--- config.mk ---
export PLATFORM = sky130hd
export DESIGN_NAME = button_request
export DESIGN_NICKNAME = d
export VERILOG_FILES = /design/src/rtl/button_request.sv
export SDC_FILE = /design/constraint.sdc
export NUM_CORES = 1
export LEC_CHECK = 0
export CAP_MARGIN = 10
export CORE_MARGIN = 3
export CORE_UTILIZATION = 55
export DETAILED_ROUTE_END_ITERATION = 10
export PLACE_DENSITY = 0.75
export SYNTH_ARGS = -nofsm -noshare
export SYNTH_HDL_FRONTEND = slang
export SYNTH_SLANG_ARGS = --single-unit
--- constraint.sdc ---
create_clock -name i_clk -period 2.05 [get_ports i_clk]
set_input_delay 0.41 -clock i_clk [delete_from_list [all_inputs] [get_ports i_clk]]
set_output_delay 0.41 -clock i_clk [all_outputs]
set_load 0.05 [all_outputs]
--- src/rtl/button_request.sv ---
// -----------------------------------------------------------------------------
// button_request
//
// Front end that turns a raw, bouncing push-button into clean write requests
// for the LED walker's request bus. At most one request is outstanding.
//
// Pipeline:
//   i_btn -> 2-FF synchronizer -> integrating debouncer (o_btn)
//         -> registered rising-edge detector (press)
//         -> request FSM (o_cyc / o_stb / o_we), accept counter, drop flag
//
// Ports:
//   i_clk      system clock, the only clock
//   i_reset    asynchronous, active-high reset
//   i_btn      raw button, asynchronous to i_clk, may bounce
//   i_stall    downstream stall; a request is accepted on any edge where
//              o_stb && !i_stall
//   o_cyc      bus cycle, identical to o_stb
//   o_stb      request strobe, held stable until accepted
//   o_we       constant 1 (every request is a write)
//   o_btn      debounced button level
//   o_dropped  one-cycle pulse: a press arrived while a request was pending
//              and could not be queued
//   o_count    8-bit count of accepted requests, wraps 255 -> 0
//
// Parameters:
//   DEBOUNCE_CLKS  consecutive cycles the synchronized input must disagree
//                  with o_btn before o_btn flips (>= 2)
//   REPEAT_CLKS    auto-repeat period in cycles (>= 2), auto-repeat only
//
// Build option:
//   BTNREQ_AUTOREPEAT_EN  when defined, holding the button generates an extra
//                         press every REPEAT_CLKS cycles after the o_btn rise.
//                         When undefined no repeat logic exists.
// -----------------------------------------------------------------------------
module button_request #(
  parameter int unsigned DEBOUNCE_CLKS = 1_000_000,
  parameter int unsigned REPEAT_CLKS   = 25_000_000
) (
  input  logic       i_clk,
  input  logic       i_reset,
  input  logic       i_btn,
  input  logic       i_stall,
  output logic       o_cyc,
  output logic       o_stb,
  output logic       o_we,
  output logic       o_btn,
  output logic       o_dropped,
  output logic [7:0] o_count
);

  // ---------------------------------------------------------------------------
  // Local constants
  // ---------------------------------------------------------------------------
  localparam int unsigned CW = $clog2(DEBOUNCE_CLKS + 1);
  localparam logic [CW-1:0] DEB_LAST = CW'(DEBOUNCE_CLKS - 1);

  localparam logic [0:0] ST_IDLE = 1'b0;
  localparam logic [0:0] ST_REQ  = 1'b1;

  // ---------------------------------------------------------------------------
  // Synchronizer: i_btn is asynchronous, so it passes through two flops before
  // any logic looks at it. sync_q is i_btn delayed by two edges.
  // ---------------------------------------------------------------------------
  logic sync_meta_q;
  logic sync_q;

  // NOTE: every register, including the synchronizer and the counters, has an
  // asynchronous reset so that asserting i_reset clears the whole pipeline at
  // once, even between clock edges. Sequential blocks use non-blocking (<=)
  // assignments only, so all flops sample pre-edge values and the order of
  // statements inside a block does not matter.
  always_ff @(posedge i_clk or posedge i_reset) begin
    if (i_reset) begin
      sync_meta_q <= 1'b0;
      sync_q      <= 1'b0;
    end else begin
      sync_meta_q <= i_btn;
      sync_q      <= sync_meta_q;
    end
  end

  // ---------------------------------------------------------------------------
  // Integrating debouncer. The counter measures how long the synchronized
  // input has disagreed with the debounced level; any agreement restarts it.
  // The level flips on the DEBOUNCE_CLKS-th consecutive disagreeing cycle, so
  // the counter never goes beyond DEB_LAST.
  // ---------------------------------------------------------------------------
  logic [CW-1:0] deb_cnt_q, deb_cnt_d;
  logic          btn_q, btn_d;

  // NOTE: each always_comb assigns every output a default value before any
  // branch, so no path leaves a signal unassigned and no latch is inferred.
  always_comb begin
    deb_cnt_d = deb_cnt_q;
    btn_d     = btn_q;
    if (sync_q == btn_q) begin
      deb_cnt_d = '0;
    end else if (deb_cnt_q == DEB_LAST) begin
      btn_d     = sync_q;
      deb_cnt_d = '0;
    end else begin
      deb_cnt_d = deb_cnt_q + CW'(1);
    end
  end

  always_ff @(posedge i_clk or posedge i_reset) begin
    if (i_reset) begin
      deb_cnt_q <= '0;
      btn_q     <= 1'b0;
    end else begin
      deb_cnt_q <= deb_cnt_d;
      btn_q     <= btn_d;
    end
  end

  // ---------------------------------------------------------------------------
  // Press detection. btn_prev_q lags btn_q by one cycle; btn_rise is high in
  // the single cycle where the debounced level has just gone 0 -> 1. The press
  // itself is registered, so the FSM sees a clean one-cycle pulse.
  // ---------------------------------------------------------------------------
  logic btn_prev_q;
  logic btn_rise;
  logic press_d;
  logic press_q;

  assign btn_rise = btn_q & ~btn_prev_q;

`ifdef BTNREQ_AUTOREPEAT_EN
  // Auto-repeat: the repeat counter starts from zero on the cycle after the
  // rise and reloads each time it fires, so presses land on the rise and then
  // exactly every REPEAT_CLKS cycles while the debounced level stays high.
  localparam int unsigned RW = (REPEAT_CLKS > 1) ? $clog2(REPEAT_CLKS) : 1;
  localparam logic [RW-1:0] RPT_LAST = RW'(REPEAT_CLKS - 1);

  logic [RW-1:0] rpt_cnt_q, rpt_cnt_d;
  logic          rpt_hit;

  assign rpt_hit = btn_q && (rpt_cnt_q == RPT_LAST);

  always_comb begin
    rpt_cnt_d = rpt_cnt_q + RW'(1);
    if (!btn_q || btn_rise || rpt_hit) begin
      rpt_cnt_d = '0;
    end
  end

  always_ff @(posedge i_clk or posedge i_reset) begin
    if (i_reset) begin
      rpt_cnt_q <= '0;
    end else begin
      rpt_cnt_q <= rpt_cnt_d;
    end
  end

  assign press_d = btn_rise | rpt_hit;
`else
  // Only a debounced rising edge counts as a press. REPEAT_CLKS is still
  // referenced here so the parameter stays part of the interface.
  logic unused_repeat_clks;
  assign unused_repeat_clks = (REPEAT_CLKS > 1);
  assign press_d = btn_rise;
`endif

  always_ff @(posedge i_clk or posedge i_reset) begin
    if (i_reset) begin
      btn_prev_q <= 1'b0;
      press_q    <= 1'b0;
    end else begin
      btn_prev_q <= btn_q;
      press_q    <= press_d;
    end
  end

  // ---------------------------------------------------------------------------
  // Request FSM. IDLE waits for a press; REQ drives the strobe until the
  // walker accepts it. A press arriving together with an accept immediately
  // starts the next request; a press arriving while stalled is lost and
  // reported on o_dropped.
  // ---------------------------------------------------------------------------
  logic [0:0] state_q, state_d;
  logic [7:0] count_q, count_d;
  logic       dropped_q, dropped_d;
  logic       stb;
  logic       accept;

  assign stb    = (state_q == ST_REQ);
  assign accept = stb && !i_stall;

  always_comb begin
    state_d   = state_q;
    count_d   = count_q;
    dropped_d = 1'b0;
    case (state_q)
      ST_IDLE: begin
        if (press_q) begin
          state_d = ST_REQ;
        end
      end
      ST_REQ: begin
        if (accept) begin
          // The 8-bit add wraps 255 -> 0 naturally.
          count_d = count_q + 8'd1;
          if (!press_q) begin
            state_d = ST_IDLE;
          end
        end else if (press_q) begin
          dropped_d = 1'b1;
        end
      end
      default: begin
        state_d = ST_IDLE;
      end
    endcase
  end

  always_ff @(posedge i_clk or posedge i_reset) begin
    if (i_reset) begin
      state_q   <= ST_IDLE;
      count_q   <= '0;
      dropped_q <= 1'b0;
    end else begin
      state_q   <= state_d;
      count_q   <= count_d;
      dropped_q <= dropped_d;
    end
  end

  // ---------------------------------------------------------------------------
  // Outputs
  // ---------------------------------------------------------------------------
  assign o_stb     = stb;
  assign o_cyc     = stb;
  assign o_we      = 1'b1;
  assign o_btn     = btn_q;
  assign o_dropped = dropped_q;
  assign o_count   = count_q;

endmodule

======== Word-level counts from Yosys, hierarchy flattened ========
Index checks and enable logic that the tools add are counted.
cells by class
  add/sub/neg operators ................... 2
  multiplexer cells ....................... 7
  bitwise logic cells ..................... 4
  equality and inequality tests ........... 2
  reductions and logical operators ........ 4
operator list
  operator               count
  $mux 20                2
  $add 20x1->20 const B  1
  $eq 20x20->1 const B   1
  $add 8x1->8 const B    1
  $mux 1                 4
  $reduce_and 2->1       2
  $not 1->1              3
  $pmux 1 s2             1
  $and 1x1->1            1
  $eq 1x1->1             1
  $logic_and 1x1->1      1
  $logic_not 1->1        1
word-level totals
  flip-flop bits (word level) ............. 35
  output and inout bits ................... 13
  bits of input ports ..................... 4
  word-level logic and storage cells ...... 28

======== Logic depth before layout (Yosys ltp) ========
Gate-level depths: netlist of the first run.
  word-level depth ........................ 4
  mapped depth ............................ 6
  depth with buffers taken out ............ 5

======== Worst setup path after synthesis of the first run ========
No wires, ideal clock.
  path kind ............................... reg2reg
  start point ............................. register state_q (netlist: o_cyc)
  end point ............................... register count_q[5] (netlist: o_count[5])
  data arrival time ....................... 1.545 ns
  library setup time ...................... 0.141 ns
  path buffers ............................ 0
  clock period less this slack ............ 1.686 ns
  required time ........................... 1.909 ns
  setup slack ............................. 0.364 ns
  cell stages (with the launch flop) ...... 5
  cell sequence ........................... dfrtp_1 -> nor2b_1 -> and4_1 -> nand3_1 -> xnor2_1
between the ends
  cells in the longest elaborated chain, start to end .. 2
ends and longest elaborated chain
  item                            line  text
  from (decl)                     181   logic [0:0] state_q, state_d;
  from (signal assigned)          223   state_q <= state_d;
  $logic_and 1x1->1               188   assign accept = stb && !i_stall;
  $reduce_and 2->1 (no line) (*)  n/a
  to (signal assigned)            224   count_q <= count_d;
  to (decl)                       182   logic [7:0] count_q, count_d;
Mark *: on every way between the ends. The rest lies on a longest branch, timed or not.
A chain may end at the register's enable or synchronous reset.

======== Worst setup path in the final report of the first run ========
  start point ............................. register state_q (netlist: o_cyc)
  end point ............................... output port o_stb
RTL lines
  item       line  text
  to (decl)  45    output logic o_stb,
No word-level cell between the ends.

==> results of run 1 <==
[cells by family (layout without fill, tap and decap cells)]
logic type	count (synthesis)	in the layout
fa+ha+maj	2	2
flops	35	35
buf+inv	11	31
simple gates	67	67
other cells	1	1
mux	2	2
xor+xnor	20	20
compound gates	14	14
[layout make-up]
type	count	area [sq um]	area share, %
Sequential cell	35	876	46.9
Clock inverter	1	5.00	0.268
Clock buffer	6	51.3	2.75
Inverter	5	18.8	1.01
Timing Repair Buffer	19	188	10.1
Multi-Input combinational cell	106	688	36.9
Tap cell	31	38.8	2.08
[registers in the layout (all words and copies together) (netlist names)]
name / cells
btn_prev_q: 1
deb_cnt_q: 20
o_btn: 1
o_count: 8
o_cyc: 1
o_dropped: 1
press_q: 1
sync_meta_q: 1
sync_q: 1
[cell usage after synthesis]
| master | count | share of area (%) |
|---|---|---|
| sky130_fd_sc_hd__o21ai_0 | 5 | 1.5 |
| sky130_fd_sc_hd__buf_2 | 3 | 0.93 |
| sky130_fd_sc_hd__or3_1 | 1 | 0.39 |
| sky130_fd_sc_hd__xor2_1 | 5 | 2.7 |
| sky130_fd_sc_hd__dfrtp_1 | 35 | 54 |
| sky130_fd_sc_hd__nand3_1 | 6 | 1.9 |
| sky130_fd_sc_hd__nor4b_1 | 1 | 0.54 |
| sky130_fd_sc_hd__nand4_2 | 1 | 0.77 |
| sky130_fd_sc_hd__or4_4 | 1 | 0.70 |
| sky130_fd_sc_hd__xnor2_1 | 15 | 8.1 |
| sky130_fd_sc_hd__nor2b_1 | 2 | 0.77 |
| sky130_fd_sc_hd__clkbuf_1 | 1 | 0.23 |
| sky130_fd_sc_hd__nor3_1 | 5 | 1.5 |
| sky130_fd_sc_hd__nor4_1 | 5 | 1.9 |
| sky130_fd_sc_hd__ha_1 | 2 | 1.5 |
| sky130_fd_sc_hd__nand4b_1 | 3 | 1.6 |
| sky130_fd_sc_hd__nand2_1 | 9 | 2.1 |
| sky130_fd_sc_hd__mux2_2 | 2 | 1.4 |
| sky130_fd_sc_hd__o31ai_2 | 1 | 0.77 |
| sky130_fd_sc_hd__o21ba_1 | 1 | 0.62 |
| sky130_fd_sc_hd__inv_1 | 5 | 1.2 |
| sky130_fd_sc_hd__or2_1 | 1 | 0.39 |
| sky130_fd_sc_hd__o21a_1 | 1 | 0.46 |
| sky130_fd_sc_hd__and3_1 | 4 | 1.5 |
| sky130_fd_sc_hd__conb_1 | 1 | 0.23 |
| sky130_fd_sc_hd__and4_1 | 1 | 0.54 |
| sky130_fd_sc_hd__nand4_1 | 5 | 1.9 |
| sky130_fd_sc_hd__nor2_1 | 16 | 3.7 |
| sky130_fd_sc_hd__a21oi_1 | 5 | 1.5 |
| sky130_fd_sc_hd__a21o_1 | 1 | 0.46 |
| sky130_fd_sc_hd__nand3_2 | 1 | 0.62 |
| sky130_fd_sc_hd__and2_1 | 2 | 0.77 |
| sky130_fd_sc_hd__nand3b_1 | 3 | 1.4 |
| sky130_fd_sc_hd__buf_4 | 2 | 0.93 |
[cells in the final DEF (no fill, tap or decap), types with 2 or more instances in the layout]
cell type / Yosys / final
sky130_fd_sc_hd__a21oi_1: 5 / 5
sky130_fd_sc_hd__and2_1: 2 / 2
sky130_fd_sc_hd__and3_1: 4 / 4
sky130_fd_sc_hd__buf_4: 2 / 4
sky130_fd_sc_hd__clkbuf_4: 0 / 5
sky130_fd_sc_hd__clkdlybuf4s50_1: 0 / 12
sky130_fd_sc_hd__dfrtp_1: 35 / 35
sky130_fd_sc_hd__dlymetal6s2s_1: 0 / 3
sky130_fd_sc_hd__ha_1: 2 / 2
sky130_fd_sc_hd__inv_1: 5 / 5
sky130_fd_sc_hd__mux2_2: 2 / 2
sky130_fd_sc_hd__nand2_1: 9 / 9
sky130_fd_sc_hd__nand3_1: 6 / 6
sky130_fd_sc_hd__nand3b_1: 3 / 3
sky130_fd_sc_hd__nand4_1: 5 / 5
sky130_fd_sc_hd__nand4b_1: 3 / 3
sky130_fd_sc_hd__nor2_1: 16 / 16
sky130_fd_sc_hd__nor2b_1: 2 / 2
sky130_fd_sc_hd__nor3_1: 5 / 5
sky130_fd_sc_hd__nor4_1: 5 / 5
sky130_fd_sc_hd__o21ai_0: 5 / 5
sky130_fd_sc_hd__xnor2_1: 15 / 15
sky130_fd_sc_hd__xor2_1: 5 / 5
[per-stage QoR]
step / total power (W) / setup WS, ns
2_1_floorplan: 0.000745 / 0.364
3_3_place_gp: 0.000758 / 0.352
3_5_place_dp: 0.000760 / 0.286
4_1_cts: 0.00113 / 0.0208
5_1_grt: 0.00117 / 0.00146
6_report: 0.00112 / 0.0766
[power by group through the flow]
stage	Clock, W	Combinational [W]	Sequential, W
after floorplan	0	0.0000307	0.000714
after global placement	0	0.0000435	0.000714
after detailed placement	0	0.0000455	0.000715
after CTS	0.000386	0.0000466	0.000701
after global routing	0.000420	0.0000515	0.000702
final	0.000369	0.0000451	0.000701
[layer usage]
layer	routed length [um]	share of wire (%)	global-route usage, %	up-vias
met5	0	0	0	-
met4	44	1.5	6.65	0
met3	126	4.4	6.70	4
met2	1360	48	26.4	29
met1	1320	46	23.8	567
li1	-	-	-	563
[what timing repair did]
action                     in CTS  in global routing
resized for setup               0                  3
hold buffers                    0                  0
hold endpoints to repair        0                  0
setup endpoints to repair       0                  3
[worst min-delay path by stage]
| stage | to | from |
|---|---|---|
| 3_3_place_gp | sync_q$_DFF_PP0_ | sync_meta_q$_DFF_PP0_ |
| 6_report | sync_q$_DFF_PP0_ | sync_meta_q$_DFF_PP0_ |
| 3_5_place_dp | sync_q$_DFF_PP0_ | sync_meta_q$_DFF_PP0_ |
| 4_1_cts | sync_q$_DFF_PP0_ | sync_meta_q$_DFF_PP0_ |
| 2_1_floorplan | sync_q$_DFF_PP0_ | sync_meta_q$_DFF_PP0_ |
| 5_1_grt | sync_q$_DFF_PP0_ | sync_meta_q$_DFF_PP0_ |
==> impl_metrics.tcl, run 1 <==
set metrics [dict create \
    power.density_cell_area_mw_per_mm2 598 \
    fin_skew_ns 0.00660 \
    synthAdderAreaFrac_pct 1.55 \
    final_nets 178 \
    yosys.area_share.simple_pct 23.1 \
    setup_viol_count_final 0 \
    syn_nets 158 \
    cts.htree.levels 2 \
    cts_post_setup_buffers_inserted 0 \
    worstHoldPathType "reg2reg" \
    ios 17 \
    cts.clk_slew.worst_paths_ns 0.09 \
    floorplan.die.width_um 60.2 \
    grt_remaining_overflow 0 \
    grt_max_degree 36 \
    routed_via_density 5.73 \
    clock_path_buffers 2 \
    grt_pass1_wl_um 4730 \
    gp_routability_congestion 0.787 \
    syn_area_cell_sq_um 10.6 \
    yosys-mux-area-fraction_pct 1.39 \
    layout-drive-gt1-share_pct 9.88 \
    final-max-slew-violation-count 0 \
    crit_arrival_ns 1.56 \
    worstSetupPathType "reg2out" \
    postRouteAntennaNets 0 \
    root_buffer "sky130_fd_sc_hd__clkbuf_4" \
    rsz0062_at_grt "no" \
    synth_seq_cells 35 \
    tritoncts "built" \
    max_slew.worst_pin.slew_ns 0.572 \
    synthCells 152 \
    critical_path.n_buffers_inverters 1 \
    number_of_antenna_violations_at_the_first_check_in_global_routing 0 \
    timing.critical_path.to_type "output port" \
    power.share.switching_pct 22.0 \
    p_int_w 0.000870 \
    combPwrFrac_pct 4.0 \
    total_switching_power_w 0.000245 \
    drt_pass1_iterations 4 \
    finish.cell_count_without_fillers 203 \
    placed_area_sq_mm 0.00180 \
    via_count_of_the_first_global_routing_pass 1050 \
    final_period_minus_worst_setup_slack_ns 1.97 \
    timing.hold.worst_path_depth 0 \
    vdd_drop_max_mv 0.560 \
    critical_path.reg2reg.startpoint "deb_cnt_q[0]$_DFF_PP0_" \
    routed_wirelength_um 2850 \
    clkSinkCount 35 \
    holdWs_ns 0.356 \
    largest_family_of_logic_cells_by_synthesized_area "simple AND/OR/NAND/NOR gates" \
    max_freq_mhz 507 \
    final.setup.tns_ns 0 \
    r2r-end "deb_cnt_q[18]$_DFF_PP0_" \
    dr_total_vias 1163 \
    drt_iter0_drc 59 \
    core_area_sq_mm 0.00278 \
    final_core_utilization_pct 67.1 \
    floorplan.die_area_sq_mm 0.00363 \
    ys_seq_area_share_pct 54.2 \
    detail_route.wl_per_cell_um 14.0 \
    area.growth.synth_to_final_pct 15.4 \
    timing.final.hold_violations 0 \
    worst_setup_path_start_kind "flop" \
    row_count 19 \
    critical_path_depth 1 \
    cp_max_fo 5 \
    ordered_cell_list_for_the_critical_path "clkdlybuf4s50_1" \
    dpl.cell_count 196 \
    reg2reg_depth 6 \
    synthesis.area_sq_mm 0.00162 \
    total_of_warnings_raised_by_yosys 0 \
    period_share_pct 96.3 \
    xor_xnor_cell_area_share_of_the_yosys_netlist_pct 10.8 \
    dp_hpwl_um 2030 \
    critical_path_slowest_stage_cell "sky130_fd_sc_hd__clkdlybuf4s50_1" \
    port_buffers 15 \
    critPathRequiredTime_ns 1.64 \
    cap_viol_max_count 0 \
    final_cell_area_sq_mm 0.00187 \
    num-fill-cells 221 \
    synth-compound-area-share_pct 5.42 \
    clock_power_share_pct 33.1 \
    setup.reg_to_reg.worst_slack_ns 0.25 \
    synth_cell_types 34 \
    grt.total_usage_pct 17.9 \
    endpoint "o_stb" \
    timing.critical_path.slowest_cell_delay_ns 0.83 \
    run_status "finished clean" \
    share_seq_of_total_power_pct 62.8 \
    total_leakage_power_nw 0.871 \
    crit_path_start "o_cyc$_DFF_PP0_" \
    clk-insertion-delay-late_ns 0.33 \
    drt_drc_violations_left 0 \
    cts-buffers-inserted 5 \
    die_height_um 60.2 \
    timing.slew.headroom_pct 61.5 \
    num_antenna_cells 0 \
    floorplan.initialDensity_pct 58.1 \
    critPathTopFamily "buffers and inverters" \
]
Power figures use the tool's default switching activity.
==> run 2: changes to the inputs <==
--- a/config.mk
+++ b/config.mk
@@ -10,6 +10,7 @@
 export CORE_UTILIZATION = 55
 export DETAILED_ROUTE_END_ITERATION = 10
 export PLACE_DENSITY = 0.75
+export SETUP_SLACK_MARGIN = 0.4
 export SYNTH_ARGS = -nofsm -noshare
 export SYNTH_HDL_FRONTEND = slang
 export SYNTH_SLANG_ARGS = --single-unit
==> impl_metrics.tcl, run 2 (synthesis gave the netlist of run 1 again) <==
set metrics [dict create \
    run_status "finished clean" \
    final_nets 183 \
    detail_route.wl_per_cell_um 15.0 \
    dr_total_vias 1185 \
    row_count 19 \
    cts.clk_slew.worst_paths_ns 0.11 \
    critPathTopFamily "simple AND/OR/NAND/NOR gates" \
    p_int_w 0.00110 \
    critPathRequiredTime_ns 2.29 \
    dp_hpwl_um 2040 \
    grt_max_degree 36 \
    largest_register_ff_count 20 \
    crit_arrival_ns 1.89 \
    final-max-slew-violation-count 0 \
    fin_skew_ns 0.0188 \
    r2r-end "deb_cnt_q[18]$_DFF_PP0_" \
    port_buffers 15 \
    gp_routability_congestion 0.815 \
    cts-buffers-inserted 5 \
    max_freq_mhz 607 \
    timing.final.hold_violations 0 \
    power.share.switching_pct 19.8 \
    layout-drive-gt1-share_pct 24.2 \
    critical_path_slowest_stage_cell "sky130_fd_sc_hd__or4_4" \
    number_of_antenna_violations_at_the_first_check_in_global_routing 0 \
    grt.total_usage_pct 18.9 \
    total_leakage_power_nw 0.878 \
    floorplan.die.width_um 60.2 \
    grt_remaining_overflow 0 \
    regMostFlops "deb_cnt_q" \
    vdd_drop_max_mv 0.668 \
    drt_iter0_drc 65 \
    ordered_cell_list_for_the_critical_path "nand4_2 > or4_4 > o21a_1 > o21ba_1" \
    most_common_cell_after_layout_fill_and_taps_aside "sky130_fd_sc_hd__dfrtp_1" \
    period_share_pct 80.4 \
    tritoncts "built" \
    cp_max_fo 6 \
    via_count_of_the_first_global_routing_pass 1085 \
    final_cell_mix "32 x sky130_fd_sc_hd__dfrtp_1, 16 x sky130_fd_sc_hd__nor2_1, 15 x sky130_fd_sc_hd__xnor2_1" \
    reg2reg_depth 4 \
    worstSetupPathType "reg2reg" \
    critical_path.reg2reg.startpoint "deb_cnt_q[7]$_DFF_PP0_" \
    num_antenna_cells 0 \
    grt_pass1_wl_um 4960 \
    num-fill-cells 207 \
    final.setup.tns_ns 0 \
    timing.hold.worst_path_depth 0 \
    clk-insertion-delay-late_ns 0.34 \
    setup.reg_to_reg.worst_slack_ns 0.40 \
    setup_viol_count_final 0 \
    timing.critical_path.to_type "flop" \
    total_switching_power_w 0.000272 \
    final-seq-area_sq_um 880 \
    drt_pass1_iterations 4 \
    area.growth.synth_to_final_pct 23.5 \
    min_delay_worst_endpoint "sync_q$_DFF_PP0_" \
    worstHoldPathType "reg2reg" \
    root_buffer "sky130_fd_sc_hd__clkbuf_4" \
    share_seq_of_total_power_pct 51.3 \
    rsz0062_at_grt "yes" \
    floorplan.die_area_sq_mm 0.00363 \
    clkSinkCount 35 \
    routed_wirelength_um 3140 \
    routed_via_density 5.67 \
    combPwrFrac_pct 4.2 \
    power.density_cell_area_mw_per_mm2 688 \
    timing.critical_path.slowest_cell_delay_ns 0.50 \
    postRouteAntennaNets 0 \
    cts.htree.levels 2 \
    multiInputGateArea_sq_um 742 \
    core_area_sq_mm 0.00278 \
    clock_path_buffers 2 \
    final_period_minus_worst_setup_slack_ns 1.65 \
    ios 17 \
    post_cts_hold_buffers 0 \
    critical_path.n_buffers_inverters 0 \
    clock_power_share_pct 44.6 \
    cap_viol_max_count 0 \
    worst_hold_startpoint "sync_meta_q$_DFF_PP0_" \
    holdWs_ns 0.366 \
    worst_setup_path_start_kind "flop" \
    drt_drc_violations_left 0 \
    die_height_um 60.2 \
    floorplan.initialDensity_pct 58.1 \
]
run 2: routing by layer:
layer | vias up | track usage, % | routed length [um]
met4 | 0 | 5.70 | 36
met2 | 40 | 28.9 | 1560
met5 | - | 0 | 0
met1 | 572 | 24.8 | 1370
li1 | 569 | - | -
met3 | 4 | 7.13 | 174
run 2: worst max path at each step:
stage	from	end	slack [ns]	cells after the start
5_1_grt	deb_cnt_q[8]$_DFF_PP0_	deb_cnt_q[18]$_DFF_PP0_	0.33	4
2_1_floorplan	deb_cnt_q[0]$_DFF_PP0_	deb_cnt_q[18]$_DFF_PP0_	0.41	5
3_5_place_dp	deb_cnt_q[0]$_DFF_PP0_	deb_cnt_q[18]$_DFF_PP0_	0.28	6
6_report	deb_cnt_q[7]$_DFF_PP0_	deb_cnt_q[18]$_DFF_PP0_	0.40	4
3_3_place_gp	deb_cnt_q[0]$_DFF_PP0_	deb_cnt_q[18]$_DFF_PP0_	0.36	5
4_1_cts	o_btn$_DFFE_PP0P_	o_btn	0.30	1
run 2: final cells by class:
type / instances / share of cell area (%)
clock buffers: 6 / 2.07
clock inverters: 2 / 3.01
inverters: 5 / 0.940
multi-input cells: 106 / 37.2
flip-flops and latches: 35 / 44.0
well taps: 31 / 1.94
repair buffers: 24 / 10.8
run 2: repair_timing:
item / CTS / global route
gates resized for setup: 36 / 13
pin swaps: 1 / 6
hold endpoints to repair: 0 / 0
setup endpoints to repair: 26 / 21
setup buffers: 2 / 2
cloned: 1 / 0
run 2: through the flow:
stage	std cells	instance area, sq um	setup WS (ns)	utilization, %	total power (W)
after floorplan	152	1620	0.406	-	0.000745
after global placement	196	1810	0.361	64.9	0.000758
after detailed placement	196	1810	0.283	64.9	0.000762
after CTS	207	1970	0.302	70.9	0.00138
after global routing	209	2000	0.326	71.8	0.00143
final	209	2000	0.401	71.8	0.00137
run 2: power by group through the flow:
stage | registers [W] | clock network (W) | logic (W)
after global routing | 0.000705 | 0.000663 | 0.0000639
after detailed placement | 0.000715 | 0 | 0.0000464
after global placement | 0.000714 | 0 | 0.0000439
after floorplan | 0.000714 | 0 | 0.0000310
after CTS | 0.000703 | 0.000619 | 0.0000546
final | 0.000704 | 0.000612 | 0.0000573
==> run 3: changes to the inputs <==
--- a/config.mk
+++ b/config.mk
@@ -7,9 +7,9 @@
 export LEC_CHECK = 0
 export CAP_MARGIN = 10
 export CORE_MARGIN = 3
-export CORE_UTILIZATION = 55
+export CORE_UTILIZATION = 50
 export DETAILED_ROUTE_END_ITERATION = 10
-export PLACE_DENSITY = 0.75
+export PLACE_DENSITY = 0.72
 export SETUP_SLACK_MARGIN = 0.4
 export SYNTH_ARGS = -nofsm -noshare
 export SYNTH_HDL_FRONTEND = slang
==> constraint.sdc (replaced) <==
create_clock -name i_clk -period 1.5 [get_ports i_clk]
set_input_delay 0.3 -clock i_clk [delete_from_list [all_inputs] [get_ports i_clk]]
set_output_delay 0.3 -clock i_clk [all_outputs]
set_load 0.05 [all_outputs]
==> impl_metrics.tcl, run 3 (synthesis gave the netlist of run 1 again) <==
set metrics [dict create \
    run_status "complete, but fails checks" \
    failing_checks "negative setup slack" \
    p_int_w 0.00152 \
    num_antenna_cells 0 \
    floorplan.die.width_um 62.9 \
    num-fill-cells 157 \
    regMostFlops "deb_cnt_q" \
    core_area_sq_mm 0.00308 \
    grt.total_usage_pct 22.5 \
    area.growth.synth_to_final_pct 59.8 \
    grt_pass1_wl_um 6820 \
    grt_max_degree 25 \
    setup_viol_count_final 21 \
    worst_setup_path_start_kind "flop" \
    combPwrFrac_pct 5.6 \
    post-layout-total-power_w 0.00190 \
    layout-drive-gt1-share_pct 49.5 \
    finish.cell_count_without_fillers 262 \
    max_freq_mhz 602 \
    dr_total_vias 1450 \
    fin_skew_ns 0.0129 \
    detail_route.wl_per_cell_um 17.6 \
    post_cts_hold_buffers 0 \
    final-max-slew-violation-count 0 \
    routed_wirelength_um 4620 \
    total_switching_power_w 0.000377 \
    most_common_cell_after_layout_fill_and_taps_aside "sky130_fd_sc_hd__buf_4" \
    dp_hpwl_um 2580 \
    postRouteAntennaNets 0 \
    worstHoldPathType "in2async" \
    floorplan.die_area_sq_mm 0.00395 \
    final_cell_mix "39 x sky130_fd_sc_hd__buf_4, 28 x sky130_fd_sc_hd__dfrtp_1, 12 x sky130_fd_sc_hd__xnor2_1, 12 x sky130_fd_sc_hd__buf_12" \
    root_buffer "sky130_fd_sc_hd__clkbuf_4" \
    port_buffers 15 \
    total_leakage_power_nw 1.15 \
    via_count_of_the_first_global_routing_pass 1473 \
    rsz0062_at_grt "yes" \
    worstSetupPathType "reg2reg" \
    ordered_cell_list_for_the_critical_path "nand4_2 > or4_4 > o21a_1 > o21ba_4" \
    setup_slack_ns -0.160 \
    ios 17 \
    cts.htree.levels 2 \
    drt_iter0_drc 102 \
    timing.final.hold_violations 0 \
    final_period_minus_worst_setup_slack_ns 1.66 \
    placement.setup.worst_slack_ns -0.125 \
    critical_path_slowest_stage_cell "sky130_fd_sc_hd__or4_4" \
    clock_power_share_pct 43.8 \
    floorplan.initialDensity_pct 52.5 \
    cts-buffers-inserted 5 \
    tritoncts "built" \
    timing.critical_path.slowest_cell_delay_ns 0.54 \
    routed_via_density 5.53 \
    timing.critical_path.to_type "flop" \
    gp_routability_congestion 0.799 \
    vdd_drop_max_mv 0.731 \
    number_of_antenna_violations_at_the_first_check_in_global_routing 0 \
    clock_path_buffers 2 \
    clkSinkCount 35 \
    multiInputGateArea_sq_um 853 \
    cap_viol_max_count 0 \
    final-seq-area_sq_um 885 \
    cp_max_fo 5 \
    crit_arrival_ns 1.90 \
    critPathRequiredTime_ns 1.74 \
    clk-insertion-delay-late_ns 0.34 \
    largest_register_ff_count 20 \
    final.setup.tns_ns -1.95 \
    final_nets 223 \
    grt_remaining_overflow 0 \
    share_seq_of_total_power_pct 50.6 \
    row_count 20 \
    power.density_cell_area_mw_per_mm2 734 \
    drt_pass1_iterations 4 \
    dpl.cell_count 235 \
    power.share.switching_pct 19.9 \
    drt_drc_violations_left 0 \
    holdWs_ns 0.254 \
    die_height_um 62.9 \
    cts.clk_slew.worst_paths_ns 0.11 \
    period_share_pct 111 \
]
[run 3: cell count changes in the layout (fill, tap and decap cells not counted), moves of 3 or more]
| cell | before | now |
|---|---|---|
| sky130_fd_sc_hd__buf_4 | 8 | 39 |
| sky130_fd_sc_hd__buf_12 | 0 | 12 |
| sky130_fd_sc_hd__buf_6 | 0 | 9 |
| sky130_fd_sc_hd__clkdlybuf4s15_2 | 9 | 0 |
| sky130_fd_sc_hd__nor2_1 | 16 | 9 |
| sky130_fd_sc_hd__nor2_2 | 0 | 6 |
| sky130_fd_sc_hd__dfrtp_1 | 32 | 28 |
| sky130_fd_sc_hd__dfrtp_2 | 3 | 7 |
| sky130_fd_sc_hd__xnor2_1 | 15 | 12 |
| sky130_fd_sc_hd__xnor2_2 | 0 | 3 |
[run 3: metrics by stage]
stage / util (%) / cell area [sq um]
3_5_place_dp: 70.3 / 2160
5_1_grt: 83.9 / 2580
3_3_place_gp: 70.3 / 2160
6_report: 83.9 / 2580
4_1_cts: 79.6 / 2450
2_1_floorplan: - / 1650
[run 3: power by group through the flow]
stage          sequential, W  combinational, W  clock, W
2_1_floorplan       0.000976         0.0000436         0
3_5_place_dp        0.000977         0.0000776         0
4_1_cts             0.000958         0.0000924  0.000839
6_report            0.000959          0.000106  0.000831
3_3_place_gp        0.000976         0.0000741         0
5_1_grt             0.000960          0.000114  0.000898
[run 3: final cells by class]
| class | instances | area share, % |
|---|---|---|
| Clock inverter | 2 | 2.33 |
| Multi-Input combinational cell | 106 | 33.0 |
| Inverter | 5 | 0.727 |
| Timing Repair Buffer | 64 | 25.9 |
| Tap cell | 44 | 2.13 |
| Clock buffer | 6 | 1.60 |
| Sequential cell | 35 | 34.3 |
[run 3: what timing repair did]
item | CTS | global route
pin swaps | 13 | 10
gates resized for setup | 18 | 22
setup buffers | 13 | 4
gates cloned | 1 | 1
setup endpoints to repair | 40 | 41
[run 3: worst paths after layout]
path	cells after the start	to	slack, ns	start
worst min register to register	0	sync_q$_DFF_PP0_	0.34	sync_meta_q$_DFF_PP0_
worst min-delay path	3	press_q$_DFF_PP0_	0.25	i_reset
max in group asynchronous	3	deb_cnt_q[5]$_DFF_PP0_	0.93	i_reset
worst max register to register	4	deb_cnt_q[18]$_DFF_PP0_	-0.16	deb_cnt_q[7]$_DFF_PP0_
min in group i_clk	0	sync_q$_DFF_PP0_	0.34	sync_meta_q$_DFF_PP0_
worst max-delay path	4	deb_cnt_q[18]$_DFF_PP0_	-0.16	deb_cnt_q[7]$_DFF_PP0_
[run 3: per-layer routing]
metal  up-vias  part of all wire (%)  track usage (%)
li1        657                     -                -
met1       733                    42             26.2
met2        48                    51             38.1
met3        12                   4.9             6.29
met4         0                   1.9             10.5
met5         -                     0                0
[run 3: critical path: cells and delay by family (launching register included)]
kind	cells	cell delay [ns]
AND/OR/NAND/NOR	2	0.70
AO/OA/AOI/OAI	2	0.43
flip-flops	1	0.43
